File: src/rtl/sixteenbit_nibble_sub.sv
`default_nettype none
// +--------------------------------------------------------------------------+
// | sixteenbit_nibble_sub : digit-serial unsigned subtractor, X - Y - Bin,   |
// |                         one DIGIT-bit slice per clock, LSB digit first   |
// | Revision 1.0                                                             |
// +--------------------------------------------------------------------------+
module sixteenbit_nibble_sub #(
  parameter int WIDTH = 16,
  parameter int DIGIT = 4
) (
  input  logic             clk,
  input  logic             rst_n,
  input  logic             start,
  input  logic [WIDTH-1:0] x,
  input  logic [WIDTH-1:0] y,
  input  logic             bin,
  output logic             busy,
  output logic             done,
  output logic [WIDTH-1:0] diff,
  output logic             bout
);

  localparam int NDIG = WIDTH / DIGIT;
  localparam int CW   = (NDIG > 1) ? $clog2(NDIG) : 1;
  localparam logic [CW-1:0] C_LAST = CW'(NDIG - 1);

  typedef enum logic [1:0] {
    S_IDLE = 2'd0,
    S_RUN  = 2'd1,
    S_DONE = 2'd2
  } state_t;

  state_t           r_state;
  logic [WIDTH-1:0] r_x;
  logic [WIDTH-1:0] r_y;
  logic [WIDTH-1:0] r_res;
  logic             r_c;
  logic [CW-1:0]    r_cnt;

  logic [DIGIT:0]   w_sum;
  logic [WIDTH-1:0] w_res_next;

  // Subtraction as X + ~Y + c, where c is the inverted borrow carried between digits.
  always_comb begin
    w_sum      = {1'b0, r_x[DIGIT-1:0]} + {1'b0, ~r_y[DIGIT-1:0]} + {{DIGIT{1'b0}}, r_c};
    w_res_next = {w_sum[DIGIT-1:0], r_res[WIDTH-1:DIGIT]};
  end

  always_ff @(posedge clk or negedge rst_n) begin
    if (!rst_n) begin
      r_state <= S_IDLE;
      r_x     <= '0;
      r_y     <= '0;
      r_res   <= '0;
      r_c     <= 1'b0;
      r_cnt   <= '0;
      busy    <= 1'b0;
      done    <= 1'b0;
      diff    <= '0;
      bout    <= 1'b0;
    end else begin
      case (r_state)
        S_IDLE, S_DONE: begin
          done <= 1'b0;
          if (start) begin
            r_x     <= x;
            r_y     <= y;
            r_c     <= ~bin;
            r_cnt   <= '0;
            busy    <= 1'b1;
            r_state <= S_RUN;
          end else begin
            busy    <= 1'b0;
            r_state <= S_IDLE;
          end
        end
        S_RUN: begin
          r_x   <= r_x >> DIGIT;
          r_y   <= r_y >> DIGIT;
          r_c   <= w_sum[DIGIT];
          r_res <= w_res_next;
          r_cnt <= r_cnt + 1'b1;
          if (r_cnt == C_LAST) begin
            diff    <= w_res_next;
            bout    <= ~w_sum[DIGIT];
            done    <= 1'b1;
            busy    <= 1'b0;
            r_state <= S_DONE;
          end
        end
        default: begin
          busy    <= 1'b0;
          done    <= 1'b0;
          r_state <= S_IDLE;
        end
      endcase
    end
  end

endmodule
`default_nettype wire
File: config.mk
export PLATFORM = sky130hd
export DESIGN_NAME = sixteenbit_nibble_sub
export DESIGN_NICKNAME = d
export VERILOG_FILES = /design/src/rtl/sixteenbit_nibble_sub.sv
export SDC_FILE = /design/constraint.sdc
export NUM_CORES = 1
export LEC_CHECK = 0
export ABC_CLOCK_PERIOD_IN_PS = 1800
export BUFFER_PORTS_ARGS = -buffer_cell sky130_fd_sc_hd__clkbuf_2
export CORE_AREA = 2 2 79 81
export CTS_BUF_LIST = sky130_fd_sc_hd__clkbuf_8 sky130_fd_sc_hd__clkbuf_16
export DETAILED_ROUTE_END_ITERATION = 16
export DIE_AREA = 0 0 81 83
export PLACE_DENSITY = 0.73
export REMOVE_ABC_BUFFERS = 1
export SYNTH_ARGS = -nofsm -noshare
export SYNTH_HDL_FRONTEND = slang
export SYNTH_SLANG_ARGS = --single-unit
File: constraint.sdc
create_clock -name clk -period 1.8 [get_ports clk]
set_input_delay 0.36 -clock clk [delete_from_list [all_inputs] [get_ports clk]]
set_output_delay 0.36 -clock clk [all_outputs]
set_load 0.02 [all_outputs]
==> impl_metrics.xml, run 1 <==
<?xml version="1.0" encoding="UTF-8"?>
<metrics>
  <group name="die">
    <metric name="io_pins" unit="">55</metric>
    <metric name="initial_utilization" unit="">0.4774</metric>
    <metric name="die_w" unit="um">81</metric>
    <metric name="fp.coreArea" unit="sq um">5816</metric>
    <metric name="fp-row-count" unit="">28</metric>
    <metric name="die_area" unit="sq um">6723</metric>
    <metric name="dieHeight" unit="um">83</metric>
  </group>
  <group name="detailed_routing">
    <metric name="drtIter0Drc" unit="">141</metric>
    <metric name="avgRoutedWirePerCell" unit="um">14.39</metric>
    <metric name="num_vias" unit="">2047</metric>
    <metric name="vias_per_cell" unit="">5.331</metric>
    <metric name="ant_nets" unit="">0</metric>
    <metric name="drc" unit="">0</metric>
    <metric name="detail_route.first_pass.iterations" unit="">4</metric>
    <metric name="routed_wl" unit="um">5526</metric>
  </group>
  <group name="global_route">
    <metric name="gr-usage-all-layers" unit="">0.1810</metric>
    <metric name="grt_antenna_before_repair" unit="">0</metric>
    <metric name="grt_start_max_net_pins" unit="">68</metric>
    <metric name="grt_pass1_vias" unit="">2025</metric>
    <metric name="grt_pass1_wl" unit="um">9363</metric>
    <metric name="global_route.overflow_total" unit="">0</metric>
  </group>
  <group name="sta">
    <metric name="maxClockFrequency" unit="MHz">581.9</metric>
    <metric name="final_period_minus_worst_setup_slack" unit="ps">1718</metric>
    <metric name="layout_worst_path_cycle_share" unit="">0.9547</metric>
    <metric name="final_critical_path_setup_slack" unit="ps">81.54</metric>
    <metric name="grt_setup_unrepaired" unit="">no</metric>
    <metric name="finalHoldViolations" unit="">0</metric>
    <metric name="setup_viol" unit="">0</metric>
    <metric name="clock_skew" unit="ps">4.437</metric>
    <metric name="worstMarginPinSlew" unit="ps">358.6</metric>
    <metric name="timing.max_slew.rel_slack" unit="">0.7609</metric>
    <metric name="maxSlewViolCount" unit="">0</metric>
  </group>
  <group name="synth">
    <metric name="ys_warn_count" unit="">0</metric>
    <metric name="synthCells" unit="">246</metric>
    <metric name="number_of_synthesized_register_bits" unit="">67</metric>
    <metric name="synth-seq-area-share" unit="">0.6039</metric>
    <metric name="synth.distinct_cells" unit="">29</metric>
    <metric name="post_synth_instance_area" unit="sq um">2776</metric>
    <metric name="syn_area_per_cell" unit="sq um">11.29</metric>
  </group>
  <group name="setup_path">
    <metric name="critPathRequiredTime" unit="ps">2000</metric>
    <metric name="worstSetupStartpoint" unit="">r_c$_DFFE_PN0P_</metric>
    <metric name="worstPathMaxFanout" unit="">2</metric>
    <metric name="worstRegToRegCells" unit="">5</metric>
    <metric name="crit_path_end_kind" unit="">flip-flop</metric>
    <metric name="arrival" unit="ps">1920</metric>
    <metric name="reg2reg_setup_slack" unit="ps">80</metric>
    <metric name="timing_worst_setup_path_type" unit="">flip-flop to flip-flop</metric>
    <metric name="cp-start-kind" unit="">flip-flop</metric>
    <metric name="worst_r2r_startpoint" unit="">r_c$_DFFE_PN0P_</metric>
  </group>
  <group name="job">
    <metric name="max_cap_viol_count" unit="">0</metric>
  </group>
  <group name="finish">
    <metric name="drive_gt1_frac" unit="">0.3333</metric>
    <metric name="most-common-layout-cells" unit="">67 x dfrtp_1, 53 x clkbuf_2, 34 x nand2_1, 24 x o22ai_1</metric>
    <metric name="mostFrequentLayoutCell" unit="">dfrtp_1</metric>
    <metric name="n_antenna_cell" unit="">0</metric>
    <metric name="final_cell_area" unit="sq um">3391</metric>
    <metric name="finalNetCount" unit="">347</metric>
    <metric name="syn2layout_area_growth" unit="%">22.13</metric>
    <metric name="utilization" unit="">0.5830</metric>
  </group>
  <group name="placed_design">
    <metric name="numPortBuffers" unit="">54</metric>
    <metric name="placer_congestion_estimate" unit="">0.7357</metric>
    <metric name="detailed_place_hpwl" unit="um">3566</metric>
    <metric name="postPlaceCellArea" unit="sq um">3166</metric>
    <metric name="placement.setup.worst_slack" unit="ps">-75.75</metric>
  </group>
  <group name="clock_network">
    <metric name="clkTransAtPathRegs" unit="ps">70</metric>
    <metric name="cts_htree_levels" unit="">3</metric>
    <metric name="clock_tree_sinks" unit="">67</metric>
    <metric name="clock_latency_reported_for_the_late_side_of_the_worst_skew_pair" unit="ps">330</metric>
    <metric name="cts_tree" unit="">yes</metric>
    <metric name="cts_hold_repair.buffers" unit="">0</metric>
    <metric name="clockBufferDepth" unit="">2</metric>
    <metric name="tritoncts.num_buffers" unit="">9</metric>
    <metric name="cts_root_buf" unit="">clkbuf_8</metric>
  </group>
  <group name="worst_hold_path">
    <metric name="timing.hold.worst.class" unit="">primary input to asynchronous set/reset pin</metric>
  </group>
  <group name="power_and_ir_drop">
    <metric name="cellPowerDensity" unit="nW/um^2">2059</metric>
    <metric name="worst_ir_drop_vdd" unit="mV">0.8573</metric>
    <metric name="leakage" unit="nW">1.696</metric>
  </group>
  <group name="run_status">
    <metric name="status" unit="">finished clean</metric>
  </group>
</metrics>
## timing repair
item | CTS | global route
cloned | 0 | 0
pin swaps | 0 | 2
buffers inserted | 0 | 2
gates resized for setup | 2 | 2
setup endpoints to repair | 4 | 4
## kinds of logic after synthesis
family,count (synthesis),share of synthesized area
compound gates,49,0.1176
xor+xnor,1,0.003155
fa+ha+maj,6,0.03245
buf+inv,24,0.04236
flops,67,0.6039
mux,15,0.06895
simple gates,84,0.1316
## state kept, by name (all words and copies together) (netlist names)
signal	cells
diff	16
bout	1
r_res	12
r_c	1
r_x	16
r_y	16
r_state	2
r_cnt	2
busy	1
## metrics by stage
stage          TNS, ps  hold slack, ps  cells  total power [mW]
2_1_floorplan    -7874           64.41    228             4.672
3_3_place_gp    -37.35           404.4    367             5.575
3_5_place_dp    -144.2           413.2    367             5.713
4_1_cts              0           50.88    382             6.970
5_1_grt              0           60.68    384             7.526
6_report             0           23.86    384             6.981
## critical path: stages (launching register included)
cell      delay (ps)
dfrtp_1          400
fa_2             410
fa_2             340
a21o_1           190
a21oi_2          130
o221ai_1         110
## synth_stat cells
library cell  count  area (sq um)
inv_1             6         22.52
buf_6             1         11.26
fa_1              2         40.04
a22o_1            9         78.83
nor2_2            1         6.260
nand2b_1          2         12.51
a21oi_1           6         30.03
clkbuf_1          3         11.26
mux2_2            9         101.4
ha_1              4         50.05
and3b_1           1         8.760
o21ai_0           4         20.02
o221ai_1          1         8.760
o22ai_1          24         150.1
nand2_1          34         127.6
o31ai_1           2         15.01
xnor2_1           1         8.760
nor3_1           20         100.1
a21o_1            1         7.510
nand3b_1          1         7.510
nand3_1           3         15.01
a31o_2            1         8.760
nor2b_1           2         12.51
dfrtp_1          67          1677
mux2_4            6         90.09
buf_4             1         7.510
nor2_1           20         75.07
a21boi_0          1         7.510
buf_2            13         65.06
## layout make-up
| type | instances | area [sq um] |
|---|---|---|
| clock buffer | 11 | 151.4 |
| clock inverter | 4 | 42.54 |
| fill | 512 | 2425 |
| inverter | 6 | 22.52 |
| multi-input combinational | 155 | 1006 |
| sequential | 67 | 1677 |
| tap | 75 | 93.84 |
| timing repair buffer | 66 | 397.9 |
## power by group
part / switching [mW] / internal, mW
registers: 0.415 / 2.24
logic: 1.70 / 1.41
clock network: 0.517 / 0.696
total: 2.63 / 4.35
## per-layer routing
| layer | wire, um | track usage |
|---|---|---|
| met3 | 318 | 0.06630 |
| met2 | 2758 | 0.3020 |
| met1 | 2391 | 0.2154 |
| met4 | 58 | 0.05547 |
| met5 | 0 | 0 |
## path summary, 6_finish.rpt
path                                         to
min                         diff[2]$_DFFE_PN0P_
max                             r_c$_DFFE_PN0P_
max reg2reg                     r_c$_DFFE_PN0P_
max in group asynchronous   r_y[10]$_DFFE_PN0P_
min reg2reg                r_res[6]$_DFFE_PN0P_
min in group clk            r_x[12]$_DFFE_PN0P_
Power figures use the tool's default switching activity.
==> run 2: changes to the inputs <==
--- a/config.mk
+++ b/config.mk
@@ -5,13 +5,14 @@
 export SDC_FILE = /design/constraint.sdc
 export NUM_CORES = 1
 export LEC_CHECK = 0
-export ABC_CLOCK_PERIOD_IN_PS = 1800
+export ABC_CLOCK_PERIOD_IN_PS = 2000
 export BUFFER_PORTS_ARGS = -buffer_cell sky130_fd_sc_hd__clkbuf_2
-export CORE_AREA = 2 2 79 81
+export CORE_AREA = 2 2 73 75
 export CTS_BUF_LIST = sky130_fd_sc_hd__clkbuf_8 sky130_fd_sc_hd__clkbuf_16
+export CTS_CLUSTER_DIAMETER = 40
 export DETAILED_ROUTE_END_ITERATION = 16
-export DIE_AREA = 0 0 81 83
-export PLACE_DENSITY = 0.73
+export DIE_AREA = 0 0 75 77
+export PLACE_DENSITY = 0.81
 export REMOVE_ABC_BUFFERS = 1
 export SYNTH_ARGS = -nofsm -noshare
 export SYNTH_HDL_FRONTEND = slang
==> constraint.sdc (replaced) <==
create_clock -name clk -period 2 [get_ports clk]
set_input_delay 0.4 -clock clk [delete_from_list [all_inputs] [get_ports clk]]
set_output_delay 0.4 -clock clk [all_outputs]
set_load 0.02 [all_outputs]
==> run 2 against run 1 <==
Global-route usage up 2.0 points. Largest power group unchanged. Flip-flop and latch count stayed put. Register-to-register slack gained 50 ps. Clock skew rose by 2.7 ps. Largest cell class unchanged. Total power decreased by 15%.
==> impl_metrics.xml, run 2 (synthesis results as in run 1) <==
<?xml version="1.0" encoding="UTF-8"?>
<metrics>
  <group name="power_and_ir_drop">
    <metric name="leakage" unit="nW">1.656</metric>
    <metric name="pwr-share-clk" unit="">0.163</metric>
    <metric name="cell_internal_pwr" unit="mW">3.627</metric>
    <metric name="worst_ir_drop_vdd" unit="mV">0.7494</metric>
    <metric name="power.share.switching" unit="">0.3880</metric>
    <metric name="cellPowerDensity" unit="nW/um^2">1800</metric>
    <metric name="total_switching_power" unit="mW">2.299</metric>
    <metric name="sequentialPowerShare" unit="">0.403</metric>
    <metric name="p_comb_frac" unit="">0.434</metric>
  </group>
  <group name="clock_network">
    <metric name="cts_tree" unit="">yes</metric>
    <metric name="clockBufferDepth" unit="">2</metric>
    <metric name="ctsResizeCount" unit="">0</metric>
    <metric name="post-cts-setup-buffer-count" unit="">0</metric>
    <metric name="cts_hold_repair.buffers" unit="">0</metric>
    <metric name="clock_tree_sinks" unit="">67</metric>
    <metric name="clkTransAtPathRegs" unit="ps">60</metric>
    <metric name="cts_root_buf" unit="">clkbuf_8</metric>
    <metric name="cts_htree_levels" unit="">3</metric>
    <metric name="clock_latency_reported_for_the_late_side_of_the_worst_skew_pair" unit="ps">340</metric>
    <metric name="tritoncts.num_buffers" unit="">9</metric>
  </group>
  <group name="setup_path">
    <metric name="worstPathMaxFanout" unit="">2</metric>
    <metric name="slowest_stage" unit="">fa_1</metric>
    <metric name="crit_path_end_kind" unit="">flip-flop</metric>
    <metric name="critPathRequiredTime" unit="ps">2190</metric>
    <metric name="timing.critical_path.max_delay_family" unit="">adder cells</metric>
    <metric name="crit_buf_inv" unit="">0</metric>
    <metric name="timing.critical_path.cells" unit="">fa_1, fa_2, a21o_1, a21oi_1, o221ai_1</metric>
    <metric name="max_stage_delay" unit="ps">470</metric>
    <metric name="cp-start-kind" unit="">flip-flop</metric>
    <metric name="arrival" unit="ps">2050</metric>
    <metric name="timing_worst_setup_path_type" unit="">flip-flop to flip-flop</metric>
  </group>
  <group name="detailed_routing">
    <metric name="num_vias" unit="">1991</metric>
    <metric name="avgRoutedWirePerCell" unit="um">14.07</metric>
    <metric name="vias_per_cell" unit="">5.295</metric>
    <metric name="drc" unit="">0</metric>
    <metric name="drtIter0Drc" unit="">154</metric>
    <metric name="routed_wl" unit="um">5292</metric>
    <metric name="detail_route.first_pass.iterations" unit="">4</metric>
    <metric name="ant_nets" unit="">0</metric>
  </group>
  <group name="finish">
    <metric name="mostFrequentLayoutCell" unit="">dfrtp_1</metric>
    <metric name="n_antenna_cell" unit="">0</metric>
    <metric name="final_cell_area" unit="sq um">3292</metric>
    <metric name="syn2layout_area_growth" unit="%">18.57</metric>
    <metric name="final_cells" unit="">376</metric>
    <metric name="drive_gt1_frac" unit="">0.3105</metric>
    <metric name="finalNetCount" unit="">343</metric>
    <metric name="largest_registers" unit="">diff: 16 flops, r_x: 16 flops, r_y: 16 flops</metric>
    <metric name="most-common-layout-cells" unit="">67 x dfrtp_1, 53 x clkbuf_2, 34 x nand2_1, 24 x o22ai_1</metric>
  </group>
  <group name="sta">
    <metric name="setup_total_negative_slack" unit="ps">0</metric>
    <metric name="final_critical_path_setup_slack" unit="ps">136.2</metric>
    <metric name="maxSlewViolCount" unit="">0</metric>
    <metric name="layout_worst_path_cycle_share" unit="">0.9319</metric>
    <metric name="timing.max_slew.rel_slack" unit="">0.6240</metric>
    <metric name="worstMarginPinSlew" unit="ps">563.4</metric>
    <metric name="grt_setup_unrepaired" unit="">no</metric>
    <metric name="finalHoldViolations" unit="">0</metric>
    <metric name="setup_viol" unit="">0</metric>
    <metric name="clock_skew" unit="ps">7.117</metric>
    <metric name="maxClockFrequency" unit="MHz">536.5</metric>
    <metric name="final_period_minus_worst_setup_slack" unit="ps">1864</metric>
  </group>
  <group name="die">
    <metric name="fp-row-count" unit="">26</metric>
    <metric name="fp.coreArea" unit="sq um">4977</metric>
    <metric name="io_pins" unit="">55</metric>
    <metric name="dieHeight" unit="um">77</metric>
    <metric name="initial_utilization" unit="">0.5578</metric>
    <metric name="die_w" unit="um">75</metric>
    <metric name="die_area" unit="sq um">5775</metric>
  </group>
  <group name="placed_design">
    <metric name="placement.setup.worst_slack" unit="ps">91.55</metric>
    <metric name="postPlaceCellArea" unit="sq um">3117</metric>
    <metric name="detailed_place_hpwl" unit="um">3373</metric>
    <metric name="placed_cells" unit="">360</metric>
    <metric name="placer_congestion_estimate" unit="">0.7374</metric>
    <metric name="numPortBuffers" unit="">54</metric>
  </group>
  <group name="job">
    <metric name="max_cap_viol_count" unit="">0</metric>
  </group>
  <group name="global_route">
    <metric name="gr-usage-all-layers" unit="">0.2008</metric>
    <metric name="grt_start_max_net_pins" unit="">68</metric>
    <metric name="grt_pass1_vias" unit="">1996</metric>
    <metric name="global_route.overflow_total" unit="">0</metric>
    <metric name="grt_antenna_before_repair" unit="">0</metric>
    <metric name="grt_pass1_wl" unit="um">8859</metric>
  </group>
  <group name="worst_hold_path">
    <metric name="timing.hold.worst.class" unit="">primary input to asynchronous set/reset pin</metric>
  </group>
  <group name="run_status">
    <metric name="status" unit="">finished clean</metric>
  </group>
</metrics>
==> run 2: cell types whose count changed in the layout (fill, tap and decap cells not counted), sizes merged <==
cell / change
clkinv: +1
bufinv: -1
buf: -4
inv: +1
==> run 2: routing by layer <==
metal | routed length (um) | share of wire | GRT usage | up-vias
li1 | - | - | - | 976
met1 | 2337 | 0.44 | 0.2562 | 943
met2 | 2507 | 0.47 | 0.3096 | 69
met3 | 413 | 0.078 | 0.09724 | 3
met4 | 34 | 0.0064 | 0.04286 | 0
met5 | 0 | 0 | 0 | -
==> run 2: area by class of cell <==
type                            instances  area, sq um
Clock inverter                          5        21.27
Multi-Input combinational cell        155        989.7
Inverter                                6        22.52
Tap cell                               70        87.58
Timing Repair Buffer                   62        342.8
Clock buffer                           11        151.4
Sequential cell                        67         1677
Fill cell                             385         1685
==> run 2: path summary, 6_finish.rpt <==
check / from / end / slack (ps) / cells after the start
min: rst_n / diff[2]$_DFFE_PN0P_ / 70 / 2
max reg2reg: r_x[0]$_DFFE_PN0P_ / r_c$_DFFE_PN0P_ / 140 / 5
min in group clk: y[12] / r_y[12]$_DFFE_PN0P_ / 280 / 2
max: r_x[0]$_DFFE_PN0P_ / r_c$_DFFE_PN0P_ / 140 / 5
min reg2reg: r_res[6]$_DFFE_PN0P_ / r_res[6]$_DFFE_PN0P_ / 470 / 2
max in group asynchronous: rst_n / diff[10]$_DFFE_PN0P_ / 1660 / 2
==> run 2: power groups by stage <==
stage	clock network, mW	registers, mW	logic (mW)
global placement	0	2.38	2.50
detailed placement	0	2.41	2.58
global route	1.06	2.47	2.94
CTS	1.01	2.39	2.60
floorplan	0	2.54	1.67
finish	0.968	2.39	2.57
==> run 2: stage by stage <==
stage	utilization	power [mW]	hold slack [ps]
2_1_floorplan	-	4.204	104.4
3_3_place_gp	0.6262	4.878	443.0
3_5_place_dp	0.6262	4.994	447.1
4_1_cts	0.6609	5.992	67.48
5_1_grt	0.6614	6.463	78.40
6_report	0.6614	5.926	66.60
